File: src/rtl/delayed_res_sd_sim.sv
// delayed_res_sd_sim
// Two independent functions sharing one clock:
//   * Debounced delayed reset: btn_reset is synchronized, held-high cycles are
//     counted, and res_pulse fires once when the hold reaches HOLD_CYCLES.
//   * Single-port 2^ADDR_W x DATA_W memory, read-first, one-cycle read latency,
//     whose contents power up as mem[a] = a and survive reset.
// Ports:
//   clk        system clock, rising edge
//   reset      asynchronous active-low reset (flops only, never memory contents)
//   btn_reset  raw asynchronous button level, active-high
//   res_pulse  registered one-cycle delayed-reset pulse
//   ena/wea    memory enable / write enable (write qualified by ena)
//   addra      memory address
//   dina       memory write data
//   douta      registered memory read data
module delayed_res_sd_sim #(
    parameter int unsigned HOLD_CYCLES = 4,
    parameter int unsigned ADDR_W      = 8,
    parameter int unsigned DATA_W      = 11
) (
    input  logic              clk,
    input  logic              reset,
    input  logic              btn_reset,
    output logic              res_pulse,
    input  logic              ena,
    input  logic              wea,
    input  logic [ADDR_W-1:0] addra,
    input  logic [DATA_W-1:0] dina,
    output logic [DATA_W-1:0] douta
);

    localparam int unsigned CNT_W = 16;
    localparam int unsigned DEPTH = 1 << ADDR_W;
    localparam logic [CNT_W-1:0] HOLD_MAX = CNT_W'(HOLD_CYCLES);
    localparam logic [CNT_W-1:0] HOLD_PRE = CNT_W'(HOLD_CYCLES - 1);

    // ------------------------------------------------------------------
    // Delayed reset pulse generator
    // ------------------------------------------------------------------
    logic             btn_meta;
    logic             btn_s;
    logic [CNT_W-1:0] hold_cnt;
    logic [CNT_W-1:0] hold_cnt_nxt;
    logic             pulse_nxt;

    // Two-flop synchronizer for the asynchronous button level.
    always_ff @(posedge clk or negedge reset) begin
        if (!reset) begin
            btn_meta <= 1'b0;
            btn_s    <= 1'b0;
        end else begin
            btn_meta <= btn_reset;
            btn_s    <= btn_meta;
        end
    end

    // Saturating hold counter; the pulse fires only on the HOLD-1 -> HOLD step,
    // so a sustained hold cannot re-trigger until btn_s drops and clears it.
    always_comb begin
        hold_cnt_nxt = '0;
        pulse_nxt    = 1'b0;
        if (btn_s) begin
            if (hold_cnt < HOLD_MAX) begin
                hold_cnt_nxt = hold_cnt + CNT_W'(1);
            end else begin
                hold_cnt_nxt = hold_cnt;
            end
            pulse_nxt = (hold_cnt == HOLD_PRE);
        end
    end

    // Counter and pulse registers.
    always_ff @(posedge clk or negedge reset) begin
        if (!reset) begin
            hold_cnt  <= '0;
            res_pulse <= 1'b0;
        end else begin
            hold_cnt  <= hold_cnt_nxt;
            res_pulse <= pulse_nxt;
        end
    end

    // ------------------------------------------------------------------
    // Single-port read-first memory
    // ------------------------------------------------------------------
    // Each word is stored XOR-ed with its own address. The 2-state array powers
    // up all-zero, which therefore decodes to mem[a] = a without any load
    // sequence, and reset never touches it.
    bit   [DATA_W-1:0] mem_x [DEPTH];
    logic              wr_en;
    logic [DATA_W-1:0] addr_ext;

    assign wr_en    = reset & ena & wea;
    assign addr_ext = DATA_W'(addra);

    // Storage write; no reset so contents persist across reset.
    always_ff @(posedge clk) begin
        if (wr_en) begin
            mem_x[addra] <= dina ^ addr_ext;
        end
    end

    // Registered read; nonblocking semantics give pre-write (read-first) data.
    always_ff @(posedge clk or negedge reset) begin
        if (!reset) begin
            douta <= '0;
        end else if (ena) begin
            douta <= mem_x[addra] ^ addr_ext;
        end
    end

endmodule

File: config.mk
export PLATFORM = sky130hd
export DESIGN_NAME = delayed_res_sd_sim
export DESIGN_NICKNAME = d
export VERILOG_FILES = /design/src/rtl/delayed_res_sd_sim.sv
export SDC_FILE = /design/constraint.sdc
export NUM_CORES = 2
export LEC_CHECK = 0
export ABC_CLOCK_PERIOD_IN_PS = 3330
export CORE_ASPECT_RATIO = 1.4
export CORE_MARGIN = 4
export CORE_UTILIZATION = 60
export CTS_CLUSTER_DIAMETER = 200
export CTS_CLUSTER_SIZE = 30
export DETAILED_ROUTE_END_ITERATION = 6
export PLACE_DENSITY = 0.79
export SYNTH_ARGS = -nofsm -noshare
export SYNTH_HDL_FRONTEND = slang
export SYNTH_SLANG_ARGS = --single-unit
File: constraint.sdc
create_clock -name clk -period 3.33 [get_ports clk]
set_input_delay 0.333 -clock clk [delete_from_list [all_inputs] [get_ports clk]]
set_output_delay 0.333 -clock clk [all_outputs]
set_load 0.005 [all_outputs]
=== Word-level counts from Yosys, hierarchy flattened ===
Memories as Yosys holds them, arrays and structs flattened.
Cells that the tools add are included.

* $add $sub $neg: 1
* $lt $le $gt $ge: 1
* Equality and inequality tests: 2
* Multiplexer cells: 5
* Bitwise operators: 4

{| class="wikitable"
|+ Operators with widths
! kind !! number
|-
| $mux 16 || 2
|-
| $xor 11x8->11 || 2
|-
| $add 16x1->16 const B || 1
|-
| $eq 16x2->1 const B || 1
|-
| $lt 16x3->1 const B || 1
|-
| $mux 1 || 3
|-
| $and 1x1->1 || 2
|-
| $ne 2x1->1 const B || 1
|}

* Bits in registers: 30
* RAM bits: 2816
* Bits of input ports: 24
* Output and inout bits: 12
* Word-level logic and storage cells: 19
* Memories kept: 1

{| class="wikitable"
|+ Memories
! memory !! words !! bits a word !! read ports !! clocked after memory_dff !! wr ports !! RTL line !! RTL
|-
| mem_x || 256 || 11 || 1 || 0 || 1 || 89 || <nowiki>bit [DATA_W-1:0] mem_x [DEPTH];</nowiki>
|}

=== Logic depth before layout (Yosys ltp) ===
* Depth after elaboration: 4
* Mapped depth: 13

=== Least setup slack after synthesis ===
No wires, ideal clock.

* Path kind: in2reg
* From: input port addra[3]
* To: memory mem_x[0][3] (data pin)
* Setup time: 1523 ps
* Arrival: 8264 ps
* Required time: 1807 ps
* Path slack: -6457 ps
* Stages: 6
* Buffers on the path: 5
* Path through: buf_2 buf_2 buf_1 clkbuf_1 clkbuf_1 xor2_1

* Longest elaborated chain between the ends: 1

{| class="wikitable"
|+ RTL lines
! item !! RTL line !! RTL
|-
| start: declaration || 27 || <nowiki>input logic [ADDR_W-1:0] addra,</nowiki>
|-
| $xor 11x8->11 || 99 || <nowiki>mem_x[addra] <= dina ^ addr_ext;</nowiki>
|-
| end: declaration || 89 ||
|}

Every way passes these cells.

=== Final worst setup path ===
* From: memory mem_x[137][5]
* To: register douta[5]

* Longest elaborated chain between the ends: 2

{| class="wikitable"
|+ RTL lines
! item !! RTL line !! RTL
|-
| $mem_v2 256x11 || - ||
|-
| $xor 11x8->11 || 108 || <nowiki>douta <= mem_x[addra] ^ addr_ext;</nowiki>
|-
| end signal: assignment || 108 ||
|-
| end: declaration || 29 || <nowiki>output logic [DATA_W-1:0] douta</nowiki>
|}

Every way passes these cells.
A chain may end at the register's enable or synchronous reset.

==> reports/qor_table.md <==
| Parameter | Reported |
|:---|:---|
| DRT iter0 DRCs | 8,358 |
| Kind of start point of the critical path | register |
| Data arrival, critical path | 3.94 ns |
| Initial antenna violation count | 8 |
| Number of buffers inserted to repair setup after CTS | 0 |
| Required time at the endpoint of the critical path | 4.02 ns |
| Warnings from Yosys | 0 |
| Count of mapped cells out of synthesis | 4,995 |
| Critical path fanouts, max | 2 |
| Count of hold buffers inserted by post-cts repair | 2 |
| Final worst hold slack | 0.07368 ns |
| Count of final hold-check violations | 0 |
| Clk buf depth | 3 |
| Die outline height | 513.3 µm |
| Pins Over Slew Limit | 0 |
| Run status | completed |
| Clock root buffer master | clkbuf_16 |
| Number of flip-flops and latches in the synthesized netlist | 2,846 |
| Worst reg-to-reg setup slack | 0.08 ns |
| Crit share post-route | 97.45% |
| GRT Overall Usage | 29.31% |
| FP Rows | 185 |
| Crit end category | register |
| Total power per unit cell area | 497.7 nW/µm² |
| Post-DR vias/cell | 6.876 |
| Sw power | 0.01284 W |
| Critical path class | register to register |
| DRT antenna net count | 0 |
| Netlist area before placement | 109,400 µm² |
| # H-tree levels | 3 |
| Gate power share | 7.3% |
| Fraction of final layout cells with drive strength greater than 1 | 27.40% |
| Aggregate routed wire length | 274.6 mm |
| Number of global-route vias before repair | 55,463 |
| Actual slew at the worst max-slew pin | 1.353 ns |
| DRC | 0 |
| Total vias in the final route | 55,025 |
| Post-synth EDFFs | 2,816 |
| Total clock buffers created by CTS | 104 |
| Max Clock Skew | 0.02140 ns |
| Cell Int Power | 0.04732 W |
| Reg2Reg Capture Point | douta[5] |
| Net count, final | 5,549 |
| Distinct cell type count of the synthesized netlist | 48 |
| Register-to-Register Path Depth | 7 |
| Clock tree from TritonCTS | done |
| DP HPWL | 178.0 mm |
| Achievable frequency | 308.2 MHz |
| Register area | 85,310 µm² |
| Hold path startpoint | dina[10] |
| Signed area change from the synthesized netlist to the final layout | 10.46% |
| Share of the core filled with cells in the final layout | 66.62% |
| Nets in the synthesized netlist | 5,020 |
| Post-synthesis area per instance | 21.91 µm² |
| Clk network pwr share | 26.5% |
| Setup repair after global routing missed its margin | no |
| Maximum vdd drop | 0.0005453 V |
| Detailed-router iteration count before antenna repair | 6 |
| Worst-path cell chain | mux4_2, o21ai_0, buf_4, a41oi_1, nor3_1, nand3_1, a311o_1 |
| Static Leakage | 38.22 nW |
| Seq/Total Area, Yosys | 77.95% |
| Main synth FF type | edfxtp_1 |
| Final min period | 3.245 ns |
| Starting density of the core | 60.31% |
| Async S/R FF share, synth | 1.054% |
| Worst rel slew slack | 9.452% |
| Standard cell core area | 181,500 µm² |
| First-pass GRT wire length | 397.9 mm |
| Slowest cell on the critical path | nor3_1 |
| Design Power | 0.06017 W |
| Largest net degree at the start of global routing | 169 |
| Port Buffers | 35 |
| Die span in x | 369.0 µm |
| Die Area | 189,400 µm² |
| Switching share of power | 21.34% |
| FF-to-FF Start | mem_x[137][5] |
| Global-route congestion overflow total | 0 |
| Share of power burned in registers | 66.2% |
| Maximum cell stage delay along the critical path | 0.69 ns |
| Final setup fails | 0 |
| Routed length per placed instance | 34.32 µm |
| Filler instances | 10,871 |
| Max Cap Viol | 0 |
| Clk_lat worst skew | 0.81 ns |
| Number of clock sinks | 2,846 |
| Clock transition at the registers of the reported paths | 0.12 ns |
| Area of the multi-input gates | 22,940 µm² |
| Hold Path Sink | mem_x[246][10] |
| IO Pins | 36 |
| Hold Path Class | input port to register |
| Count of instances resized after the clock tree is built | 0 |
| RD Place Congestion | 0.9299 |
| Worst hold stages | 1 |
==> critical path, delay by kind of cell (launching register included) <==
kind	cells	cell delay [ns]
AOI/OAI and AO/OA	3	1.19
muxes	1	0.46
and+or+nand+nor	2	0.90
buffers and inverters	1	0.23
DFF	1	0.38
==> sequential cells by signal, indices dropped and copies added (netlist names) <==
signal,cells
douta,11
mem_x,2816
btn_s,1
btn_meta,1
res_pulse,1
hold_cnt,16
==> cells in the mapped netlist (28+ instances only) <==
| library cell | number | share of area (%) |
|---|---|---|
| mux2i_1 | 211 | 1.9 |
| a22oi_1 | 123 | 0.84 |
| nand2_1 | 109 | 0.37 |
| a221oi_1 | 54 | 0.43 |
| o21ai_0 | 76 | 0.35 |
| nor2_1 | 297 | 1.0 |
| edfxtp_1 | 2816 | 77 |
| nand3_1 | 35 | 0.16 |
| nor3_1 | 28 | 0.13 |
| clkbuf_1 | 134 | 0.46 |
| dfrtp_1 | 30 | 0.69 |
| buf_2 | 119 | 0.54 |
| mux4_2 | 683 | 14 |
| nor2b_1 | 28 | 0.16 |
| a21oi_1 | 35 | 0.16 |
==> routing by layer <==
metal,vias up,routed length (µm),part of all wire (%),track usage (%)
li1,21847,-,-,-
met1,28732,90120,33,37.64
met2,3721,136300,50,47.42
met3,723,28020,10,5.362
met4,2,20220,7.4,17.56
met5,-,10,0.0036,0
==> how the worst max path moves through the flow <==
stage / start / endpoint / slack (ns) / depth (start not counted)
after detailed placement: addra[0] / douta[5] / -0.38 / 10
after global placement: addra[0] / douta[5] / -0.38 / 10
after floorplan: addra[0] / mem_x[0][0] / -0.87 / 7
after CTS: mem_x[137][5] / douta[5] / 0.32 / 7
final: mem_x[137][5] / douta[5] / 0.08 / 7
after global routing: mem_x[137][5] / douta[5] / 0.16 / 7
==> area by class of cell <==
type                            instances  area share (%)
Timing Repair Buffer                  719           5.533
Antenna cell                           10         0.02070
Clock buffer                          137           2.273
Tap cell                             2431           2.516
Multi-Input combinational cell       1847           18.98
Sequential cell                      2846           70.57
Inverter                                6         0.01863
Clock inverter                          7         0.09004
==> placed cells by master (no fill, tap or decap), types with 6 or more instances in the layout <==
cell and instances:
edfxtp_1 2816, mux4_2 683, buf_4 587, nor2_1 294, mux2i_1 211, a22oi_1 123, clkbuf_16 105, nand2_1 97
buf_12 95, o21ai_0 76, a221oi_1 54, nand3_1 35, a21oi_1 35, clkbuf_1 32, dfrtp_1 30, nor3_1 28
nor2b_1 25, clkdlybuf4s50_1 24, and2_1 22, a211oi_1 14, a22o_1 13, nand2_2 12, and3_1 12, o22ai_1 12
nand4_1 11, diode_2 10, xor2_4 8, a31oi_1 8, o31ai_1 7, mux2_2 6, a2111oi_0 6, a41oi_1 6
a32oi_1 6, a41o_1 6, a311o_1 6
==> cell families (layout without fill, tap and decap cells) <==
group                      count (synthesis)  count (layout)  share of synthesized area, %
adders and majority gates                  1               1                       0.01143
buffers and inverters                    302             869                         1.264
xor gates and xnor gates                   9               9                       0.07203
and+or+nand+nor                          559             559                         2.204
DFF                                     2846            2846                         77.95
AOI/OAI and AO/OA                        378             378                         2.447
other                                      0              10                             0
muxes                                    900             900                         16.05
==> per-stage QoR <==
step                      area, µm²  instances  setup WS [ns]  TNS [ns]
after global routing         120900       7994         0.1622         0
after detailed placement     118000       7847        -0.3837    -7.322
after floorplan              109900       4995        -0.8676  -1273.25
after CTS                    120900       7993         0.3165         0
final                        120900       8003        0.08486         0
after global placement       118000       7847        -0.3780    -4.018
==> power by group through the flow <==
| stage | Combinational, W | Clock, W | Sequential, W |
|---|---|---|---|
| after floorplan | 0.00226 | 0 | 0.0407 |
| after global placement | 0.00421 | 0 | 0.0407 |
| after detailed placement | 0.00433 | 0 | 0.0407 |
| after CTS | 0.00436 | 0.0160 | 0.0398 |
| after global routing | 0.00456 | 0.0174 | 0.0399 |
| final | 0.00439 | 0.0159 | 0.0399 |
Power figures use the tool's default switching activity.
